--- config.mk ---
export PLATFORM = sky130hd
export DESIGN_NAME = fir_filter_mc
export DESIGN_NICKNAME = d
export VERILOG_FILES = /design/src/rtl/fir_pkg.sv /design/src/rtl/fir_mac.sv /design/src/rtl/fir_filter_mc.sv
export SDC_FILE = /design/constraint.sdc
export NUM_CORES = 2
export LEC_CHECK = 0
export BUFFER_PORTS_ARGS = -buffer_cell sky130_fd_sc_hd__buf_2
export CORE_UTILIZATION = 64
export CTS_CLUSTER_SIZE = 14
export DETAILED_ROUTE_END_ITERATION = 8
export MAX_ROUTING_LAYER = met4
export PLACE_DENSITY = 0.84
export SYNTH_ARGS = -nofsm -noshare
export SYNTH_HDL_FRONTEND = slang
export SYNTH_SLANG_ARGS = --single-unit
--- constraint.sdc ---
create_clock -name i_clk -period 14.77 [get_ports i_clk]
set_input_delay 2.954 -clock i_clk [delete_from_list [all_inputs] [get_ports i_clk]]
set_output_delay 2.954 -clock i_clk [all_outputs]
set_load 0.02 [all_outputs]
--- src/rtl/fir_pkg.sv ---
// Shared FSM type and width helpers for the multi-channel FIR filter.
package fir_pkg;

    typedef enum logic [1:0] {
        StIdle,
        StMac,
        StOut
    } fir_state_e;

    localparam int unsigned MinWidth = 1;

    // Sized so that NUM_TAPS full-scale products can never overflow the accumulator.
    function automatic int unsigned acc_width(int unsigned data_w, int unsigned coeff_w,
                                              int unsigned taps);
        return data_w + coeff_w + $clog2(taps);
    endfunction

    function automatic int unsigned ptr_width(int unsigned taps);
        return (taps > 1) ? $clog2(taps) : MinWidth;
    endfunction

    function automatic int unsigned ch_width(int unsigned num_ch);
        return (num_ch > 1) ? $clog2(num_ch) : MinWidth;
    endfunction

endpackage

--- src/rtl/fir_mac.sv ---
// Registered signed multiply-accumulate; a clear takes priority over accumulation.
module fir_mac
    import fir_pkg::*;
#(
    parameter int unsigned DATA_WIDTH  = 16,
    parameter int unsigned COEFF_WIDTH = 16,
    parameter int unsigned ACC_WIDTH   = 37
) (
    input  logic                   i_clk,
    input  logic                   i_rst,
    input  logic                   i_clr,
    input  logic                   i_en,
    input  logic [DATA_WIDTH-1:0]  i_sample,
    input  logic [COEFF_WIDTH-1:0] i_coeff,
    output logic [ACC_WIDTH-1:0]   o_acc
);

    localparam int unsigned PROD_WIDTH = DATA_WIDTH + COEFF_WIDTH;

    logic signed [PROD_WIDTH-1:0] w_prod;
    logic [ACC_WIDTH-1:0]         w_prod_ext;
    logic [ACC_WIDTH-1:0]         r_acc;

    assign w_prod     = PROD_WIDTH'($signed(i_sample)) * PROD_WIDTH'($signed(i_coeff));
    assign w_prod_ext = {{(ACC_WIDTH - PROD_WIDTH){w_prod[PROD_WIDTH-1]}}, w_prod};

    always_ff @(posedge i_clk) begin
        if (i_rst || i_clr) begin
            r_acc <= '0;
        end else if (i_en) begin
            r_acc <= r_acc + w_prod_ext;
        end
    end

    assign o_acc = r_acc;

endmodule

--- src/rtl/fir_filter_mc.sv ---
// Time-multiplexed multi-channel FIR: one MAC iterated over NUM_TAPS taps per sample.
// Define FIR_SAT_EN to saturate the scaled output instead of wrapping it.
module fir_filter_mc
    import fir_pkg::*;
#(
    parameter int unsigned DATA_WIDTH  = 16,
    parameter int unsigned COEFF_WIDTH = 16,
    parameter int unsigned NUM_TAPS    = 32,
    parameter int unsigned NUM_CH      = 2,
    parameter int unsigned OUT_SHIFT   = 15,
    localparam int unsigned PTR_W      = ptr_width(NUM_TAPS),
    localparam int unsigned CH_W       = ch_width(NUM_CH)
) (
    input  logic                   i_clk,
    input  logic                   i_rst,
    input  logic                   i_coeff_we,
    input  logic [PTR_W-1:0]       i_coeff_addr,
    input  logic [COEFF_WIDTH-1:0] i_coeff_data,
    input  logic                   i_in_valid,
    output logic                   o_in_ready,
    input  logic [CH_W-1:0]        i_in_ch,
    input  logic [DATA_WIDTH-1:0]  i_in_data,
    output logic                   o_out_valid,
    input  logic                   i_out_ready,
    output logic [CH_W-1:0]        o_out_ch,
    output logic [DATA_WIDTH-1:0]  o_out_data,
    output logic                   o_ch_err
);

    localparam int unsigned ACC_W = acc_width(DATA_WIDTH, COEFF_WIDTH, NUM_TAPS);
    localparam int unsigned RES_W = ACC_W + 1;

    localparam logic [PTR_W-1:0]        LAST_TAP   = PTR_W'(NUM_TAPS - 1);
    localparam logic [PTR_W-1:0]        TAPS_MOD   = PTR_W'(NUM_TAPS);
    localparam logic [PTR_W:0]          TAPS_EXT   = (PTR_W + 1)'(NUM_TAPS);
    localparam logic [CH_W:0]           NUM_CH_EXT = (CH_W + 1)'(NUM_CH);
    localparam logic signed [RES_W-1:0] ROUND      = (RES_W'(1) << OUT_SHIFT) >> 1;

    fir_state_e             r_state;
    logic                   r_in_ready;
    logic                   r_out_valid;
    logic                   r_ch_err;
    logic [CH_W-1:0]        r_ch;
    logic [PTR_W-1:0]       r_tap;
    logic [PTR_W-1:0]       r_wptr  [NUM_CH];
    logic [COEFF_WIDTH-1:0] r_coeff [NUM_TAPS];
    logic [DATA_WIDTH-1:0]  r_hist  [NUM_CH][NUM_TAPS];

    logic                   w_accept;
    logic                   w_ch_ok;
    logic                   w_start;
    logic                   w_coeff_wr;
    logic                   w_last;
    logic [PTR_W-1:0]       w_ptr;
    logic [PTR_W-1:0]       w_ptr_next;
    logic [PTR_W-1:0]       w_rd_idx;
    logic [ACC_W-1:0]       w_acc;
    logic signed [RES_W-1:0] w_acc_ext;
    logic signed [RES_W-1:0] w_rounded;
    logic signed [RES_W-1:0] w_scaled;
    logic [DATA_WIDTH-1:0]  w_out_data;

    assign w_accept   = i_in_valid && r_in_ready;
    assign w_ch_ok    = {1'b0, i_in_ch} < NUM_CH_EXT;
    assign w_start    = w_accept && w_ch_ok;
    assign w_coeff_wr = i_coeff_we && (r_state == StIdle) && ({1'b0, i_coeff_addr} < TAPS_EXT);
    assign w_last     = (r_tap == LAST_TAP);
    assign w_ptr      = r_wptr[r_ch];
    assign w_ptr_next = (w_ptr == LAST_TAP) ? '0 : w_ptr + 1'b1;
    // x[n-k] lives at (wptr - k) mod NUM_TAPS; add NUM_TAPS back when the subtraction underflows.
    assign w_rd_idx   = w_ptr - r_tap + ((w_ptr < r_tap) ? TAPS_MOD : '0);

    fir_mac #(
        .DATA_WIDTH  (DATA_WIDTH),
        .COEFF_WIDTH (COEFF_WIDTH),
        .ACC_WIDTH   (ACC_W)
    ) u_mac (
        .i_clk    (i_clk),
        .i_rst    (i_rst),
        .i_clr    (w_start),
        .i_en     (r_state == StMac),
        .i_sample (r_hist[r_ch][w_rd_idx]),
        .i_coeff  (r_coeff[r_tap]),
        .o_acc    (w_acc)
    );

    // One extra bit of headroom so the rounding offset cannot wrap the accumulator.
    assign w_acc_ext = $signed({w_acc[ACC_W-1], w_acc});
    assign w_rounded = w_acc_ext + ROUND;
    assign w_scaled  = w_rounded >>> OUT_SHIFT;

`ifdef FIR_SAT_EN
    localparam logic signed [RES_W-1:0] SAT_MAX =
        $signed({{(RES_W - DATA_WIDTH + 1){1'b0}}, {(DATA_WIDTH - 1){1'b1}}});
    localparam logic signed [RES_W-1:0] SAT_MIN =
        $signed({{(RES_W - DATA_WIDTH + 1){1'b1}}, {(DATA_WIDTH - 1){1'b0}}});
    localparam logic [DATA_WIDTH-1:0]   OUT_MAX = {1'b0, {(DATA_WIDTH - 1){1'b1}}};
    localparam logic [DATA_WIDTH-1:0]   OUT_MIN = {1'b1, {(DATA_WIDTH - 1){1'b0}}};

    always_comb begin
        w_out_data = w_scaled[DATA_WIDTH-1:0];
        if (w_scaled > SAT_MAX) begin
            w_out_data = OUT_MAX;
        end else if (w_scaled < SAT_MIN) begin
            w_out_data = OUT_MIN;
        end
    end
`else
    logic [RES_W-DATA_WIDTH-1:0] w_unused_hi;

    assign w_out_data  = w_scaled[DATA_WIDTH-1:0];
    assign w_unused_hi = w_scaled[RES_W-1:DATA_WIDTH];
`endif

    always_ff @(posedge i_clk) begin
        if (i_rst) begin
            r_state     <= StIdle;
            r_in_ready  <= 1'b1;
            r_out_valid <= 1'b0;
            r_ch_err    <= 1'b0;
            r_ch        <= '0;
            r_tap       <= '0;
            for (int c = 0; c < NUM_CH; c++) begin
                r_wptr[c] <= '0;
                for (int k = 0; k < NUM_TAPS; k++) begin
                    r_hist[c][k] <= '0;
                end
            end
            for (int k = 0; k < NUM_TAPS; k++) begin
                r_coeff[k] <= '0;
            end
        end else begin
            r_ch_err <= 1'b0;
            // Lands on the accept edge too, so that computation already sees the new value.
            if (w_coeff_wr) begin
                r_coeff[i_coeff_addr] <= i_coeff_data;
            end
            case (r_state)
                StIdle: begin
                    if (w_accept) begin
                        if (w_ch_ok) begin
                            r_hist[i_in_ch][r_wptr[i_in_ch]] <= i_in_data;
                            r_ch       <= i_in_ch;
                            r_tap      <= '0;
                            r_in_ready <= 1'b0;
                            r_state    <= StMac;
                        end else begin
                            r_ch_err <= 1'b1;
                        end
                    end
                end
                StMac: begin
                    r_tap <= r_tap + 1'b1;
                    if (w_last) begin
                        r_wptr[r_ch] <= w_ptr_next;
                        r_out_valid  <= 1'b1;
                        r_state      <= StOut;
                    end
                end
                StOut: begin
                    if (i_out_ready) begin
                        r_out_valid <= 1'b0;
                        r_in_ready  <= 1'b1;
                        r_state     <= StIdle;
                    end
                end
                default: begin
                    r_state <= StIdle;
                end
            endcase
        end
    end

    assign o_in_ready  = r_in_ready;
    assign o_out_valid = r_out_valid;
    assign o_out_ch    = r_ch;
    assign o_out_data  = w_out_data;
    assign o_ch_err    = r_ch_err;

endmodule

# [Word level (Yosys, flattened, before mapping)]
# Memories as Yosys holds them, arrays and structs flattened. A register that Yosys moved wholly into a read port is not among the register bits.
# Cells that the tools add are included.
[op_classes] add_sub_neg=5 n_mul=1 magnitude_cmp=3 n_eq_ne=7 n_mux=46 bitwise=2 reduce_logical=16
[op_table] op="$mux 512" n=3
[op_table] op="$reduce_or 512->1" n=1
[op_table] op="$bmux 16 s5" n=1
[op_table] op="$demux 16 s5" n=1
[op_table] op="$mux 16" n=4
[op_table] op="$add 37x37->37" n=1
[op_table] op="$mul 16x16->32" n=1
[op_table] op="$add 31x16->31 const B" n=1
[op_table] op="$mux 5" n=6
[op_table] op="$mux 1" n=24
[op_table] op="$reduce_or 16->1" n=1
[op_table] op="$ge 6x6->1 const B" n=2
[op_table] op="$not 5->6" n=2
[op_table] op="$add 5x1->5 const B" n=2
[op_table] op="$eq 5x5->1 const B" n=2
[op_table] op="$pmux 5 s2" n=1
[op_table] op="$reduce_and 3->1" n=3
[op_table] op="$lt 6x1->1 const B" n=1
[op_table] op="$mux 2" n=3
[op_table] op="$pmux 2 s3" n=1
[op_table] op="$reduce_bool 2->1" n=3
[op_table] op="$reduce_or 5->1" n=1
[op_table] op="$sub 5x5->5" n=1
[op_table] op="$ne 2x2->1 const B" n=2
[op_table] op="other kinds (8)" n=12
[word_totals] ff_bits=47 mem_bits_rw=1546 in_bits=43 output_inout_bits=20 mem_count=3
[mem_list] name="r_hist" words=2 width=512 read_ports=1 rd_ports_with_merged_regs=1 wr=2 line_no="fir_filter_mc.sv:47" rtl="logic [DATA_WIDTH-1:0] r_hist [NUM_CH][NUM_TAPS];"
[mem_list] name="r_coeff" words=32 width=16 read_ports=1 rd_ports_with_merged_regs=1 wr=32 line_no="fir_filter_mc.sv:46" rtl="logic [COEFF_WIDTH-1:0] r_coeff [NUM_TAPS];"
[mem_list] name="r_wptr" words=2 width=5 read_ports=2 rd_ports_with_merged_regs=1 wr=2 line_no="fir_filter_mc.sv:45" rtl="logic [PTR_W-1:0] r_wptr [NUM_CH];"

# [Longest topological paths before layout]
# An unclocked memory read counts as a cell.
[logic_depth] word_depth=9 depth_mapped=53 mapped_depth_nobuf=47

# [Modules after synthesis]
# From an unflattened synthesis, not the netlist that was laid out.
[unflattened] hier_cells=5434 hier_area_um2=80816.3
[by_module_without_submodules] module="fir_filter_mc" instances=1 cells_per_inst=3993 area_each_um2=67918.9 seq_area_each_um2=46744.8
[by_module_without_submodules] module="fir_mac" instances=1 cells_per_inst=1441 area_each_um2=12897.4 seq_area_each_um2=740.7

# [Least setup slack after synthesis]
# Ideal clock, no wire load.
[synth_path] kind="register to register" start="reg with a tool-made name" end="reg u_mac.r_acc[30] (netlist: u_mac.o_acc[30])" setup_time_ns=0.070 arrival_ns=12.082 slack_ns=2.618 path_stages_with_launch=52 n_path_buf=10 synth_period_minus_slack_ns=12.152 path_cell_list="dfxtp_1 -> buf_4 -> buf_4 -> buf_2 -> buf_2 -> buf_2 -> mux2i_1 -> ha_1 -> buf_2 -> buf_2 -> clkbuf_1 -> clkbuf_1 -> mux4_2 -> mux4_2 -> mux2i_1 -> nand2_1 -> o21ai_0 -> clkbuf_1 -> [... 16 more ...] -> o41ai_1 -> o21ai_0 -> a21oi_1 -> o21ai_0 -> nor2_1 -> o21bai_1 -> xor2_1 -> ha_1 -> a21oi_1 -> nor2b_1 -> o21ai_0 -> nand2b_1 -> a21o_1 -> a21oi_1 -> a311o_1 -> xnor3_1 -> or3_1 -> a21oi_1"
[synth_rtl] item="end signal: assignment" line_no="fir_mac.sv:31" rtl="r_acc <= r_acc + w_prod_ext;"
[synth_rtl] item="end: declaration" line_no="fir_mac.sv:22" rtl="logic [ACC_WIDTH-1:0] r_acc;"

==> out/qor.csv <==
metric,value,unit
rsz0062_at_grt,false,
fmax,0.0758,GHz
synthToLayoutAreaGrowth,9.22,%
critPathKind,flop to flop,
cts-resized-gates,0,
ctsRootBufferMaster,clkbuf_16,
cap_violations,0,
synth_top_family_by_area,multiplexers,
setup_tns,0,ns
cts_tree,yes,
grt_pass1_wl,313,mm
first_pass_iters,8,
routedWlPerCell,30.2,um
hold_path_class,flop to flop,
start_util,64.6,%
min_to,u_mac.o_acc[12]$_SDFFE_PP0P_,
synthFlopType,edfxtp_1,
min_period,13.20,ns
synthSimpleGateAreaFrac,11.9,%
hp-start,u_mac.o_acc[12]$_SDFFE_PP0P_,
fin_crit_sh,89.4,%
holdPathStages,2,
worstSetupEndpointType,flop,
top_layer,met4,
wl_met3,30.5,mm
vias,47700,
drc,11,
finalSetupViolations,0,
final_nets,5734,
num_io_pins,63,
async_flop_share,0,%
worst_r2r_path_depth,42,
drive_gt1_share,19.1,%
grt-ovfl-total,0,
syn_inst,5284,
tightest_slew,1.27,ns
relSlewSlack,15.1,%
dp_hpwl,126,mm
violations,design-rule violations,
design.core.area,0.124,mm2
r2r-end,u_mac.o_acc[30]$_SDFFE_PP0P_,
ys_ff_latch,1593,
ant_nets,0,
yosysTopAreaCell,edfxtp_1,
final_common_cell,edfxtp_1,
grt_usage,35.4,%
cp.arrival,13.92,ns
post-cts-setup-buffers,0,
synth_edf_count,1546,
wl_met1,73.3,mm
hold_viol_final,0,
yosys.cell_types.count,65,
cp.required,15.49,ns
synth_compound_area_share,2.14,%
portBuffers,61,
gp_congestion,0.962,
htree_levels,4,
yosys.area_share.xor_xnor,0.944,%
synthMuxAreaShare,14.0,%
die_x,355,um
r2r_slack,1.57,ns
clk_path_buf_depth,3,
synthAdderAreaFrac,8.37,%
yosysSeqAreaShare,59.3,%
cp-start-kind,flop,
antenna_found_initial,17,
viasPerCell,6.73,
crit_path_max_fanout,33,
grt_pass1_vias,48200,
avgSynthCellArea,15.1,um2
cts.reportedPaths.clkPinSlew,0.06,ns
fp-row-count,129,
synthTopCellsByArea,"edfxtp_1, mux4_2, and2_1",
die_height,355,um
synth_top_area_share,58.1,%
syn-num-nets,5707,
clock_sink_count,1593,
cts_made_buffers,156,
drt_iter0_drc,7226,
synth.cell_area,0.0799,mm2
final_cell_mix,"edfxtp_1, and2_1, mux4_2, inv_1, nor2_1",
grt_max_degree,105,
fin_skew,0.0302,ns
dr_wl_met2,100,mm
synth_warnings,0,
insertion_delay,0.82,ns
slew_violations,0,
wl,214,mm
cts_hold_repair.buffers,0,
status,"finished, violations left",
slowest_stage,fa_4,
critPathMaxStageDelay,1.24,ns
die-area,0.126,mm2
-- critical path, delay by kind of cell (launching register included) --
family | cells | cell delay, ns
buffers and inverters | 5 | 0.83
xor gates and xnor gates | 2 | 0.55
muxes | 3 | 1.19
and+or+nand+nor | 7 | 1.06
adders and majority gates | 10 | 5.00
AOI/OAI and AO/OA | 15 | 3.71
DFF | 1 | 0.73
-- sequential cells by signal (all words and copies together) (netlist names), 2 cells and up, named ones only --
name / cells
r_coeff: 512
r_wptr: 10
r_tap: 5
r_state: 2
u_mac.o_acc: 31
r_hist: 1024
-- Yosys cell counts (9+ instances only) --
cell type and number:
a21oi_1 90, a211oi_1 10, dfxtp_1 47, nand2b_1 25, nor2b_1 13, and2_1 1010
and3_1 10, o21a_1 9, edfxtp_1 1546, or2_2 72, mux2i_1 38, mux4_2 466
nor3_1 15, o21bai_1 40, buf_1 19, buf_2 42, xnor2_1 58, clkbuf_1 267
fa_1 258, xor2_1 21, nand3b_1 10, nand2_1 215, mux2_2 24, o21ai_0 47
ha_1 122, a21o_1 27, nand3_1 32, inv_1 365, nor2_1 294
-- layout make-up --
type                       count  area, um2
sequential                  1593      47400
fill                        7236      36500
multi-input combinational   2992      30000
clock buffer                 187       4040
tap                         1637       2050
timing repair buffer         203       1470
inverter                     365       1370
clock inverter                98        938
antenna                       11       27.5
-- routing by layer --
metal / vias to the layer above / global-route usage (%)
li1: 19100 / -
met1: 23900 / 46.3
met2: 4032 / 53.2
met3: 717 / 9.72
met4: 0 / 14.5
met5: - / -
-- worst max path at each step --
stage                              endpoint  slack [ns]  startpoint
2_1_floorplan  u_mac.o_acc[30]$_SDFFE_PP0P_        2.62        flop
3_3_place_gp   u_mac.o_acc[30]$_SDFFE_PP0P_        2.14        flop
3_5_place_dp   u_mac.o_acc[30]$_SDFFE_PP0P_        1.90        flop
4_1_cts        u_mac.o_acc[30]$_SDFFE_PP0P_        1.77        flop
5_1_grt        u_mac.o_acc[30]$_SDFFE_PP0P_        0.81        flop
6_report       u_mac.o_acc[30]$_SDFFE_PP0P_        1.57        flop
-- metrics by stage --
step / instance area (um2) / utilization, % / hold slack, ns / std cells / setup WS [ns]
2_1_floorplan: 79900 / - / 0.436 / 5284 / 2.62
3_3_place_gp: 82300 / 66.5 / 0.442 / 6790 / 2.14
3_5_place_dp: 82300 / 66.5 / 0.449 / 6790 / 1.90
4_1_cts: 87300 / 70.5 / 0.458 / 7075 / 1.77
5_1_grt: 87300 / 70.5 / 0.473 / 7086 / 0.807
6_report: 87300 / 70.5 / 0.457 / 7086 / 1.57
-- kinds of logic after synthesis --
logic type / Yosys count
other cells: 1
simple gates: 1730
fa+ha+maj: 380
buf+inv: 699
mux: 529
flops: 1593
xor+xnor: 82
compound gates: 270
Power is not shown: default switching activity piles up to over one toggle a cycle in this logic, so the estimate is an artifact.
